### src/rtl/mips_fetch_pkg.sv
// Shared types and helpers for the MIPS fetch unit: FSM state encoding and
// the jump / branch target arithmetic used by the next-PC mux.
package mips_fetch_pkg;

    typedef enum logic [1:0] {
        S_BOOT  = 2'd0,
        S_FETCH = 2'd1,
        S_EXEC  = 2'd2
    } fetch_state_t;

    localparam logic [31:0] WORD_BYTES = 32'd4;

    function automatic logic [31:0] jump_target(input logic [31:0] pcplus4,
                                                input logic [31:0] instr);
        return {pcplus4[31:28], instr[25:0], 2'b00};
    endfunction

    // Word offset shifted to bytes; the top two immediate bits fall off.
    function automatic logic [31:0] branch_target(input logic [31:0] pcplus4,
                                                  input logic [31:0] signimm);
        return pcplus4 + {signimm[29:0], 2'b00};
    endfunction

endpackage

### src/rtl/mips_next_pc.sv
// Combinational next-PC selection: jump beats beq, which beats bne, which
// beats the sequential pc+4 path. All arithmetic wraps modulo 2^32.
module mips_next_pc
    import mips_fetch_pkg::*;
(
    input  logic [31:0] pc_i,
    input  logic [31:0] instr_i,
    input  logic [31:0] signimm_i,
    input  logic        jump_i,
    input  logic        pcsrc_i,
    input  logic        pcsrc1_i,
    output logic [31:0] pcplus4_o,
    output logic [31:0] next_pc_o
);

    assign pcplus4_o = pc_i + WORD_BYTES;

    always_comb begin
        next_pc_o = pcplus4_o;
        if (jump_i) begin
            next_pc_o = jump_target(pcplus4_o, instr_i);
        end else if (pcsrc_i || pcsrc1_i) begin
            next_pc_o = branch_target(pcplus4_o, signimm_i);
        end
    end

endmodule

### src/rtl/mips_fetch_unit.sv
// Instruction fetch / next-PC stage: boot, fetch over a req/ready handshake,
// then hold the word for execute. Define FETCH_PERF_CNT_EN to get a
// retired-instruction counter on retired_cnt (tied to 0 otherwise).
module mips_fetch_unit
    import mips_fetch_pkg::*;
#(
    parameter logic [31:0] RESET_PC     = 32'h0000_0000,
    parameter int unsigned IMEM_TIMEOUT = 0
) (
    input  logic        clk,
    input  logic        reset,
    output logic        imem_req,
    output logic [31:0] imem_addr,
    input  logic        imem_ready,
    input  logic [31:0] imem_rdata,
    output logic [31:0] instr,
    output logic        instr_valid,
    input  logic        stall,
    input  logic        pcsrc,
    input  logic        pcsrc1,
    input  logic        jump,
    input  logic [31:0] signimm,
    output logic [31:0] pc,
    output logic [31:0] pcplus4,
    output logic        fetch_err,
    output logic [31:0] retired_cnt
);

    localparam logic [31:0] TMO_LIMIT = IMEM_TIMEOUT[31:0];

    fetch_state_t state_q;
    logic [31:0]  pc_q;
    logic [31:0]  instr_q;
    logic         valid_q;
    logic         req_q;
    logic         err_q;
    logic [31:0]  tmo_q;
    logic [31:0]  next_pc_d;

    mips_next_pc u_next_pc (
        .pc_i      (pc_q),
        .instr_i   (instr_q),
        .signimm_i (signimm),
        .jump_i    (jump),
        .pcsrc_i   (pcsrc),
        .pcsrc1_i  (pcsrc1),
        .pcplus4_o (pcplus4),
        .next_pc_o (next_pc_d)
    );

    // The timeout counter saturates at the limit so the sticky flag is set once.
    always_ff @(posedge clk or negedge reset) begin
        if (!reset) begin
            state_q <= S_BOOT;
            pc_q    <= RESET_PC;
            instr_q <= '0;
            valid_q <= 1'b0;
            req_q   <= 1'b0;
            err_q   <= 1'b0;
            tmo_q   <= '0;
        end else begin
            case (state_q)
                S_BOOT: begin
                    state_q <= S_FETCH;
                    req_q   <= 1'b1;
                end
                S_FETCH: begin
                    if (imem_ready) begin
                        instr_q <= imem_rdata;
                        valid_q <= 1'b1;
                        req_q   <= 1'b0;
                        tmo_q   <= '0;
                        state_q <= S_EXEC;
                    end else if (TMO_LIMIT != 32'd0 && tmo_q != TMO_LIMIT) begin
                        tmo_q <= tmo_q + 32'd1;
                        if (tmo_q + 32'd1 == TMO_LIMIT) begin
                            err_q <= 1'b1;
                        end
                    end
                end
                S_EXEC: begin
                    if (!stall) begin
                        pc_q    <= next_pc_d;
                        valid_q <= 1'b0;
                        req_q   <= 1'b1;
                        state_q <= S_FETCH;
                    end
                end
                default: begin
                    state_q <= S_BOOT;
                    req_q   <= 1'b0;
                end
            endcase
        end
    end

    assign imem_req    = req_q;
    assign imem_addr   = pc_q;
    assign pc          = pc_q;
    assign instr       = instr_q;
    assign instr_valid = valid_q;
    assign fetch_err   = err_q;

`ifdef FETCH_PERF_CNT_EN
    logic        retire;
    logic [31:0] retired_q;

    assign retire = (state_q == S_EXEC) && !stall;

    always_ff @(posedge clk or negedge reset) begin
        if (!reset) begin
            retired_q <= '0;
        end else if (retire) begin
            retired_q <= retired_q + 32'd1;
        end
    end

    assign retired_cnt = retired_q;
`else
    assign retired_cnt = '0;
`endif

endmodule

### config.mk
export PLATFORM = sky130hd
export DESIGN_NAME = mips_fetch_unit
export DESIGN_NICKNAME = d
export VERILOG_FILES = /design/src/rtl/mips_fetch_pkg.sv /design/src/rtl/mips_next_pc.sv /design/src/rtl/mips_fetch_unit.sv
export SDC_FILE = /design/constraint.sdc
export NUM_CORES = 1
export LEC_CHECK = 0
export ABC_AREA = 1
export ABC_CLOCK_PERIOD_IN_PS = 4500
export CORE_MARGIN = 1
export CORE_UTILIZATION = 50
export DETAILED_ROUTE_END_ITERATION = 10
export GPL_ROUTABILITY_DRIVEN = 0
export PLACE_DENSITY_LB_ADDON = 0.12
export SLEW_MARGIN = 10
export SYNTH_ARGS = -nofsm -noshare
export SYNTH_HDL_FRONTEND = slang
export SYNTH_SLANG_ARGS = --single-unit
### constraint.sdc
create_clock -name clk -period 4.5 [get_ports clk]
set_clock_uncertainty 0.15 [all_clocks]
set_input_delay 0.9 -clock clk [delete_from_list [all_inputs] [get_ports clk]]
set_output_delay 0.9 -clock clk [all_outputs]
set_load 0.005 [all_outputs]
==> results of run 1 <==
worst max path at each step:
stage               depth (start not counted)         start             to
floorplan                                  19  imem_addr[2]  imem_addr[31]
global placement                           18  imem_addr[2]  imem_addr[25]
detailed placement                         19  imem_addr[2]  imem_addr[31]
CTS                                         8  imem_addr[2]    pcplus4[24]
global route                               18  imem_addr[2]  imem_addr[25]
finish                                      9  imem_addr[2]    pcplus4[30]
cell families (layout without fill, tap and decap cells):
logic type | after synthesis | after routing
AOI/OAI and AO/OA | 115 | 115
xor gates and xnor gates | 30 | 30
adders and majority gates | 37 | 37
buffers and inverters | 252 | 383
DFF | 65 | 65
muxes | 26 | 26
other | 1 | 39
and+or+nand+nor | 494 | 494
layout by cell type, fill, tap and decap left out, types with 7 or more instances in the layout:
cell and count:
a21oi_1 56, buf_4 9, clkbuf_16 9, clkdlybuf4s50_1 191, conb_1 39, dfrtp_1 65, ha_1 36, inv_1 165
mux2_2 26, nand2_1 302, nand2_2 9, nand3_1 50, nand4_1 7, nor2_1 91, nor3_1 9, o21ai_0 34
xor2_1 27
flip-flops by register name (all words and copies together), names as in the netlist:
register and count:
instr 32, imem_addr 30, imem_req 1, instr_valid 1, state_q 1
cell type report:
class,count,area share [%]
multi-input combinational,741,44.8
timing repair buffer,201,22.8
sequential,65,18.7
inverter,166,7.15
clock buffer,9,2.58
tap,172,2.47
clock inverter,7,1.62
stage by stage:
| stage | util [%] | setup WS, ps | total power [mW] |
|---|---|---|---|
| floorplan | - | 1590 | 3.47 |
| global placement | 65.7 | 1020 | 5.13 |
| detailed placement | 65.7 | 966 | 5.18 |
| global route | 68.5 | 511 | 6.62 |
| CTS | 68.5 | 808 | 6.10 |
| finish | 68.5 | 782 | 6.10 |
worst reg2reg max path: stages (launching register included):
cell and delay [ps]:
dfrtp_1 470, ha_1 360, nand2_2 110, nor2_4 180, inv_1 110, nor2_1 210, xor2_1 220, inv_1 110
ha_1 360, nand2_1 90, nor2_1 250, inv_1 70, o21bai_1 270, nand2_1 140, nand4_1 110, nand3_1 160
nand2_1 110, nand2_1 50
power groups by stage:
| stage | clock network [mW] | logic (mW) | registers [mW] |
|---|---|---|---|
| 4_1_cts | 0.879 | 3.96 | 1.26 |
| 2_1_floorplan | 0 | 2.29 | 1.17 |
| 3_5_place_dp | 0 | 3.93 | 1.26 |
| 6_report | 0.874 | 3.97 | 1.26 |
| 3_3_place_gp | 0 | 3.89 | 1.24 |
| 5_1_grt | 0.908 | 4.41 | 1.30 |
metal layers:
| layer | vias to the layer above | global-route usage, % | wire, um |
|---|---|---|---|
| met5 | - | 0 | 0 |
| met4 | 0 | 11.5 | 727 |
| met3 | 43 | 6.54 | 1790 |
| met2 | 344 | 51.0 | 9540 |
| met1 | 3122 | 40.6 | 8670 |
| li1 | 3413 | - | - |
==> metrics, run 1 <==
Logic pwr share=65.1%; XOR/XNOR share of the synthesized area=3.98%; status=completed; final setup violation count=0; compound-gate portion of the synthesized area=9.54%; multi-input logic area=0.00390 mm^2; max-slew violation count=0; most frequent cells after synthesis=nand2_1 (302), inv_1 (165), nor2_1 (91); Post-synth top flop=dfrtp_1; hpwl dp=16600 um; Cells after Synth=1020; Crit-path slowest cell=clkdlybuf4s50_1; largest net degree at the start of global routing=47; Crit path top cell by count=inv_1; Initial Util=51.8%; HP Start=instr_valid; Die W=117 um; Routed Antenna Nets=0; dominant cell type by area after synthesis=dfrtp_1; final hold viol count=0; register area=0.00163 mm^2; Skew-Pair Late Insertion Delay=340 ps; critical path class=flip-flop to primary output; Max Root-Sink Buffers=2; core area=0.0127 mm^2; area grow syn2layout=32.2%; critical-path cell list=ha_1 > nand2_2 > nor2_4 > inv_1 > nor2_1 > nand2_1 > xor2_1 > inv_1 > clkdlybuf4s50_1; via count=6922; top cells by area, synth=dfrtp_1 (25%), nand2_1 (17%), inv_1 (9.4%); Switching Share=44.9%; largest family of logic cells by synthesized area=simple AND/OR/NAND/NOR gates; Placed Instances=1345; Power Density=700 mW/mm^2; WHS Path Cells=2; Total Nets Final=1292; Finished Cell Area=0.00872 mm^2; Final Non-Filler Cells=1361; depth of the worst register-to-register path=17; global router's overall resource usage=31.1%; share of layout cells above drive strength 1=6.73%; Worst VDD drop=420 uV; crit-path max FO=5; Setup Buffers After CTS=0; flops & latches, synth=65; Worst Tran Pin Value=908 ps; Clk pwr share=14.3%; sequential area share after synthesis=24.7%; post-synthesis mux area share=4.44%; Cell Int Power=3.36 mW; clk sink count=65; switching power=2.74 mW; critical path capture point type=primary output; cts bufs inserted=9; RSZ-0062 raised after global routing=no; first-pass GRT wire length=31800 um; Worst EP arrival=2670 ps; Clk pin slew, worst setup/hold paths=60 ps; RR Startpoint=imem_addr[2]; most frequent cell after synthesis=nand2_1; Max Clk Rate=269 MHz; CP Launch Type=flip-flop; FF-to-FF setup slack=890 ps; Post-Synth Adder-Cell Area=7.13%; crit path time final=3720 ps; setup TNS=0 ps; worst hold path class=flip-flop to flip-flop; Yosys top cell area share=24.7%; # diodes=0; DR iter-0 viols=482; Synth warnings=1; Worst Path Required=3450 ps; worst path bufs/invs=3; vias in the first global route=6366; drt pass-1 iters=5; cell family with most CP delay=buffers and inverters; initial antenna violation count=0; Routed WL=20700 um; Clk Tree Root Cell=clkbuf_16; placed inst area=0.00835 mm^2; CTS tree=done; # port buffers=192; Hold Slack=328 ps; syn_area_per_cell=6.46 um^2; Worst slew margin=39.4%; Post-synth EDFFs=0; Post-CTS Hold Buffers=0; CTS H-tree lvls=3; # DRC=0; area of the mapped netlist=0.00659 mm^2; ys async rst share=100%; Chip Height=117 um; remaining global-route overflow=0; Flop pwr share=20.6%; Vias/cell=5.09; Max-Cap Viols=0; simple-gate share of the synthesized area=31.8%; end of the worst hold path=instr_valid; CP peak stage delay=500 ps; Filler cells=1165; Routed WL per cell=15.2 um; Lkg Pwr=4.54 nW; post-route clock period utilization=82.6%; I/O pins=234; post-cts repair resize count=0; # rows=41; Unique masters post-synth=45; worst r2r dst=imem_addr[24]; Die Area=0.0137 mm^2
Note: power is estimated with default switching activity, not from simulation.
==> inputs of run 2 (changes only) <==
--- a/config.mk
+++ b/config.mk
@@ -6,9 +6,9 @@
 export NUM_CORES = 1
 export LEC_CHECK = 0
 export ABC_AREA = 1
-export ABC_CLOCK_PERIOD_IN_PS = 4500
+export ABC_CLOCK_PERIOD_IN_PS = 3200
 export CORE_MARGIN = 1
-export CORE_UTILIZATION = 50
+export CORE_UTILIZATION = 42
 export DETAILED_ROUTE_END_ITERATION = 10
 export GPL_ROUTABILITY_DRIVEN = 0
 export PLACE_DENSITY_LB_ADDON = 0.12
==> constraint.sdc (replaced) <==
create_clock -name clk -period 3.2 [get_ports clk]
set_clock_uncertainty 0.15 [all_clocks]
set_input_delay 0.64 -clock clk [delete_from_list [all_inputs] [get_ports clk]]
set_output_delay 0.64 -clock clk [all_outputs]
set_load 0.005 [all_outputs]
==> run 2 against run 1 <==
- worst setup slack got worse by 710 ps
- cell count increased by 10%
- cell area increased by 13%
- combinational power increased by 75%
- power increased by 56%
- sequential power increased by 28%
- flip-flop and latch count unchanged
- clock-buffer cell count increased by 1
- register-to-register slack got worse by 740 ps
- global-route usage decreased by 3.4 points
==> metrics, run 2 (synthesis results as in run 1) <==
status=completed; area grow syn2layout=49.8%; Vias/cell=4.83 (-5.1%); CP Launch Type=flip-flop; Total Nets Final=1394 (+7.9%); Flop pwr share=16.9% (-3.7 points); # DRC=0 (unchanged); remaining global-route overflow=0 (unchanged); Max Root-Sink Buffers=2 (unchanged); depth of the worst register-to-register path=19 (+2); CTS tree=done; final setup violation count=0 (unchanged); vias in the first global route=6735 (+5.8%); Worst slew margin=46.3% (+6.9 points); post-route clock period utilization=97.7%; share of layout cells above drive strength 1=20.3% (+14 points); Switching Share=44.7% (-0.17 points); via count=7251 (+4.8%); RSZ-0062 raised after global routing=yes; PnR worst setup slack=74.9 ps (-707 ps); Cell Int Power=5.25 mW (+56%); hpwl dp=18400 um (+11%); Finished Core Util=64.7% (-3.8 points); # diodes=0 (unchanged); Clk pin slew, worst setup/hold paths=60 ps (about the same); Worst VDD drop=559 uV (+33%); core area=0.0153 mm^2 (+20%); first-pass GRT wire length=34100 um (+7.2%); clk sink count=65 (unchanged); most frequent cells in the layout=nand2_1 (287), clkdlybuf4s50_1 (187), inv_1 (160); Power Density=962 mW/mm^2 (+37%); Worst Tran Pin Value=806 ps (-102 ps); # rows=45 (+9.8%); Die W=127 um (+9.0%); largest net degree at the start of global routing=34 (-28%); worst r2r dst=imem_addr[30]; critical path capture point type=primary output; crit path time final=3130 ps; Final Non-Filler Cells=1502 (+10%); DR iter-0 viols=430 (-11%); CTS H-tree lvls=3 (unchanged); I/O pins=234 (unchanged); most common cell after layout, fill and taps aside=nand2_1; Routed Antenna Nets=0 (unchanged); max-slew violation count=0 (unchanged); Hold Slack=234 ps (-94.7 ps); Finished Cell Area=0.00988 mm^2 (+13%); # port buffers=192 (unchanged); number of flip-flops in the largest register=32 (unchanged); final hold viol count=0 (unchanged); switching power=4.25 mW (+55%); final total power=9.50 mW (+56%); Chip Height=127 um (+9.0%); Max Clk Rate=320 MHz; worst hold path class=input port to async pin; initial antenna violation count=0 (unchanged); Skew-Pair Late Insertion Delay=340 ps (about the same); Clk Tree Root Cell=clkbuf_16; Routed WL=22700 um (+9.4%); placed inst area=0.00915 mm^2 (+9.5%); Lkg Pwr=5.06 nW (+11%); crit-path max FO=4 (-1); Post-CTS Hold Buffers=0 (unchanged); Setup WS pre-CTS=80.1 ps (-886 ps); cts bufs inserted=9 (unchanged); Routed WL per cell=15.1 um (-0.88%); Placed Instances=1482 (+10%); Worst EP arrival=2340 ps (-330 ps); RR Startpoint=imem_addr[10]; FF-to-FF setup slack=150 ps (-740 ps); critical path class=flip-flop to primary output; global router's overall resource usage=27.8% (-3.4 points); Initial Util=43.2% (-8.6 points); Worst Path Required=2410 ps (-1040 ps); drt pass-1 iters=5 (unchanged); Max-Cap Viols=0 (unchanged); Die Area=0.0162 mm^2 (+19%); Clk pwr share=10.2% (-4.1 points); setup TNS=0 ps (unchanged); Logic pwr share=72.9% (+7.8 points)
run 2: cell types whose count changed in the layout (fill, tap and decap cells not counted), moves of 5 or more:
cell	before	now
buf_4	9	110
nand2_1	302	287
nand2_2	9	24
ha_1	36	22
nor2_1	91	77
ha_4	0	11
a21oi_1	56	46
a21oi_2	0	10
nor2_2	6	16
xor2_1	27	19
xor2_2	0	8
inv_2	0	6
inv_1	165	160
run 2: worst max-delay path by stage:
stage | startpoint | to | slack [ps] | depth (start not counted)
6_report | imem_addr[10] | pcplus4[23] | 70 | 8
2_1_floorplan | imem_addr[2] | imem_addr[31] | 290 | 19
4_1_cts | imem_addr[10] | pcplus4[27] | 20 | 9
5_1_grt | imem_addr[4] | imem_addr[31] | -60 | 21
3_3_place_gp | imem_addr[2] | imem_addr[24] | 80 | 16
3_5_place_dp | signimm[0] | imem_addr[18] | 80 | 14
run 2: worst max-delay path: stages (launching register included):
cell             delay [ps]
dfrtp_1                 440
nand2_2                 120
nor2_4                  150
nand2_4                 100
inv_1                    70
nand3b_1                170
xor2_2                  270
buf_4                   160
clkdlybuf4s50_1         510
run 2: power by group through the flow:
stage	clock network, mW	logic, mW	registers, mW
final	0.965	6.93	1.61
after CTS	0.979	6.53	1.60
after detailed placement	0	6.46	1.61
after floorplan	0	3.22	1.65
after global placement	0	6.43	1.59
after global routing	1.01	7.56	1.66
run 2: timing repair:
item,in CTS,in global routing
pin swaps,0,13
gates resized for setup,4,94
buffers inserted,0,4
setup endpoints to repair,3,30
run 2: cell type report:
type | count | area (um^2)
Tap cell | 211 | 264
Inverter | 166 | 623
Clock buffer | 10 | 239
Clock inverter | 6 | 48.8
Timing Repair Buffer | 303 | 2770
Fill cell | 1371 | 5380
Multi-Input combinational cell | 741 | 4300
Sequential cell | 65 | 1630
run 2: metal layers:
metal | track usage, % | up-vias | part of all wire (%) | wire length, um
met3 | 5.44 | 68 | 7.4 | 1690
met4 | 14.8 | 0 | 5.1 | 1170
li1 | - | 3600 | - | -
met2 | 44.5 | 326 | 45 | 10100
met5 | 0 | - | 0 | 0
met1 | 35.3 | 3257 | 43 | 9690
==> inputs of run 3 (changes only) <==
--- a/config.mk
+++ b/config.mk
@@ -7,9 +7,11 @@
 export LEC_CHECK = 0
 export ABC_AREA = 1
 export ABC_CLOCK_PERIOD_IN_PS = 3200
-export CORE_MARGIN = 1
-export CORE_UTILIZATION = 42
+export CELL_PAD_IN_SITES_DETAIL_PLACEMENT = 1
+export CELL_PAD_IN_SITES_GLOBAL_PLACEMENT = 2
+export CORE_UTILIZATION = 30
 export DETAILED_ROUTE_END_ITERATION = 10
+export DONT_BUFFER_PORTS = 1
 export GPL_ROUTABILITY_DRIVEN = 0
 export PLACE_DENSITY_LB_ADDON = 0.12
 export SLEW_MARGIN = 10
==> run 3 against run 2 <==
- global-route usage shrank 3.9 points
- combinational power grew 2%
- power rose by 3.3%
- flip-flop and latch count is the same
- fmax grew 0.90%
- largest power group unchanged
- highest routed layer unchanged
==> metrics, run 3 (synthesis results as in run 1) <==
PnR worst setup slack=103 ps (+27.9 ps); Die Area=0.0226 mm^2 (+39%); CTS tree=done; Power Density=1040 mW/mm^2 (+7.7%); critical path capture point type=flip-flop; Crit-path slowest cell=dfrtp_1; final setup violation count=0 (unchanged); Worst slew margin=49.4% (+3.1 points); DR iter-0 viols=228 (-47%); initial antenna violation count=0 (unchanged); Routed WL per cell=18.2 um (+21%); Lkg Pwr=4.99 nW (-1.5%); Die W=150 um (+18%); Routed Antenna Nets=0 (unchanged); number of flip-flops in the largest register=32 (unchanged); Max Root-Sink Buffers=2 (unchanged); # port buffers=0 (-100%); Worst Path Required=3280 ps (+870 ps); Hold Slack=25.7 ps (-208 ps); RSZ-0062 raised after global routing=yes; Max Clk Rate=323 MHz (+0.90%); Routed WL=27100 um (+19%); drt pass-1 iters=4 (-1); CP Launch Type=flip-flop; most common cell after layout, fill and taps aside=nand2_1; worst path bufs/invs=5 (+2); final hold viol count=0 (unchanged); cts bufs inserted=9 (unchanged); # DRC=0 (unchanged); Setup WS pre-CTS=-145 ps (-225 ps); largest net degree at the start of global routing=66 (+94%); # rows=53 (+18%); status=completed; CP peak stage delay=410 ps (-100 ps); core area=0.0213 mm^2 (+40%); cell family with most CP delay=simple AND/OR/NAND/NOR gates; via count=6941 (-4.3%); Worst VDD drop=470 uV (-16%); placed inst area=0.00801 mm^2 (-12%); vias in the first global route=7075 (+5.0%); Finished Cell Area=0.00948 mm^2 (-4.1%); remaining global-route overflow=0 (unchanged); worst hold path class=input port to async pin; Worst Tran Pin Value=758 ps (-47.6 ps); global router's overall resource usage=23.9% (-3.9 points); Vias/cell=4.67 (-3.2%); Skew-Pair Late Insertion Delay=340 ps (about the same); Worst EP arrival=3170 ps (+830 ps); crit path time final=3100 ps (-27.9 ps); hpwl dp=22000 um (+19%); # diodes=0 (unchanged); CTS H-tree lvls=3 (unchanged); I/O pins=234 (unchanged); critical-path cell list=buf_6 > nand2_4 > nor2_4 > nand2_4 > inv_1 > nand3b_1 > xor2_1 > buf_4 > buf_4 > ha_4 > nand2_2 > nor2_4 > inv_2 > nor3_4 > o21ai_1 > nand4_1 > nand3_2 > nand2_1 > nand2_1; area grow syn2layout=43.7%; Max-Cap Viols=0 (unchanged); final total power=9.82 mW (+3.3%); critical path class=flip-flop to flip-flop; Clk Tree Root Cell=clkbuf_16; first-pass GRT wire length=39900 um (+17%); clk sink count=65 (unchanged); Chip Height=150 um (+18%); max-slew violation count=0 (unchanged); Clk pin slew, worst setup/hold paths=60 ps (about the same); setup TNS=0 ps (unchanged); Filler cells=2742 (+100%); Total Nets Final=1313 (-5.8%); share of layout cells above drive strength 1=39.3% (+19 points); post-route clock period utilization=96.8% (-0.87 points); Initial Util=31.0% (-12 points); most frequent cells in the layout=nand2_1 (244), buf_4 (211), inv_1 (148); crit-path max FO=4 (unchanged)
## run 3: changes by cell type in the layout (fill, tap and decap cells not counted), moves of 10 or more
cell             previous run  this run
clkdlybuf4s50_1           187         0
buf_4                     110       211
nand2_1                   287       244
nand2_2                    24        58
nor2_1                     77        60
inv_1                     160       148
inv_2                       6        16
nor2_2                     16        26
## run 3: metrics by stage
stage / instances / utilization, %
floorplan: 1058 / -
global placement: 1448 / 37.6
detailed placement: 1448 / 37.6
CTS: 1466 / 39.9
global route: 1485 / 44.5
finish: 1485 / 44.5
## run 3: worst paths after layout
| path | from | endpoint | slack, ps | cells after the start |
|---|---|---|---|---|
| setup / recovery | imem_addr[5] | imem_addr[25] | 100 | 19 |
| hold / removal | reset | imem_addr[22] | 30 | 1 |
| setup reg to reg | imem_addr[5] | imem_addr[25] | 100 | 19 |
| hold reg to reg | instr_valid | instr_valid | 350 | 2 |
| max in group asynchronous | reset | imem_addr[4] | 2550 | 1 |
| min in group clk | imem_ready | imem_req | 280 | 1 |
## run 3: final cells by class
cell class                      instances  area [um^2]  share of cell area (%)
Clock inverter                          7          101                    1.07
Tap cell                              275          344                    3.63
Timing Repair Buffer                  222         1730                    18.3
Multi-Input combinational cell        741         4820                    50.8
Clock buffer                            9          225                    2.38
Inverter                              166          627                    6.61
Sequential cell                        65         1630                    17.2
## run 3: power breakdown
| part | leakage [nW] | internal [mW] | switching (mW) | total [mW] |
|---|---|---|---|---|
| combinational | 4.07 | 3.15 | 3.91 | 7.06 |
| clock | 0.153 | 0.689 | 0.410 | 1.10 |
| sequential | 0.761 | 1.24 | 0.418 | 1.66 |
## run 3: timing repair
action	4_1_cts	5_1_grt
hold endpoints to repair	65	0
setup buffers	1	20
pin swaps	2	88
gates resized for setup	29	205
endpoints found under the setup margin	14	22
hold buffers	1	0
## run 3: metal layers
layer	vias to the layer above	track usage, %	share of wire [%]
li1	3426	-	-
met1	3317	29.4	43
met2	167	41.9	50
met3	31	4.76	5.1
met4	0	7.02	1.9
met5	-	0	0
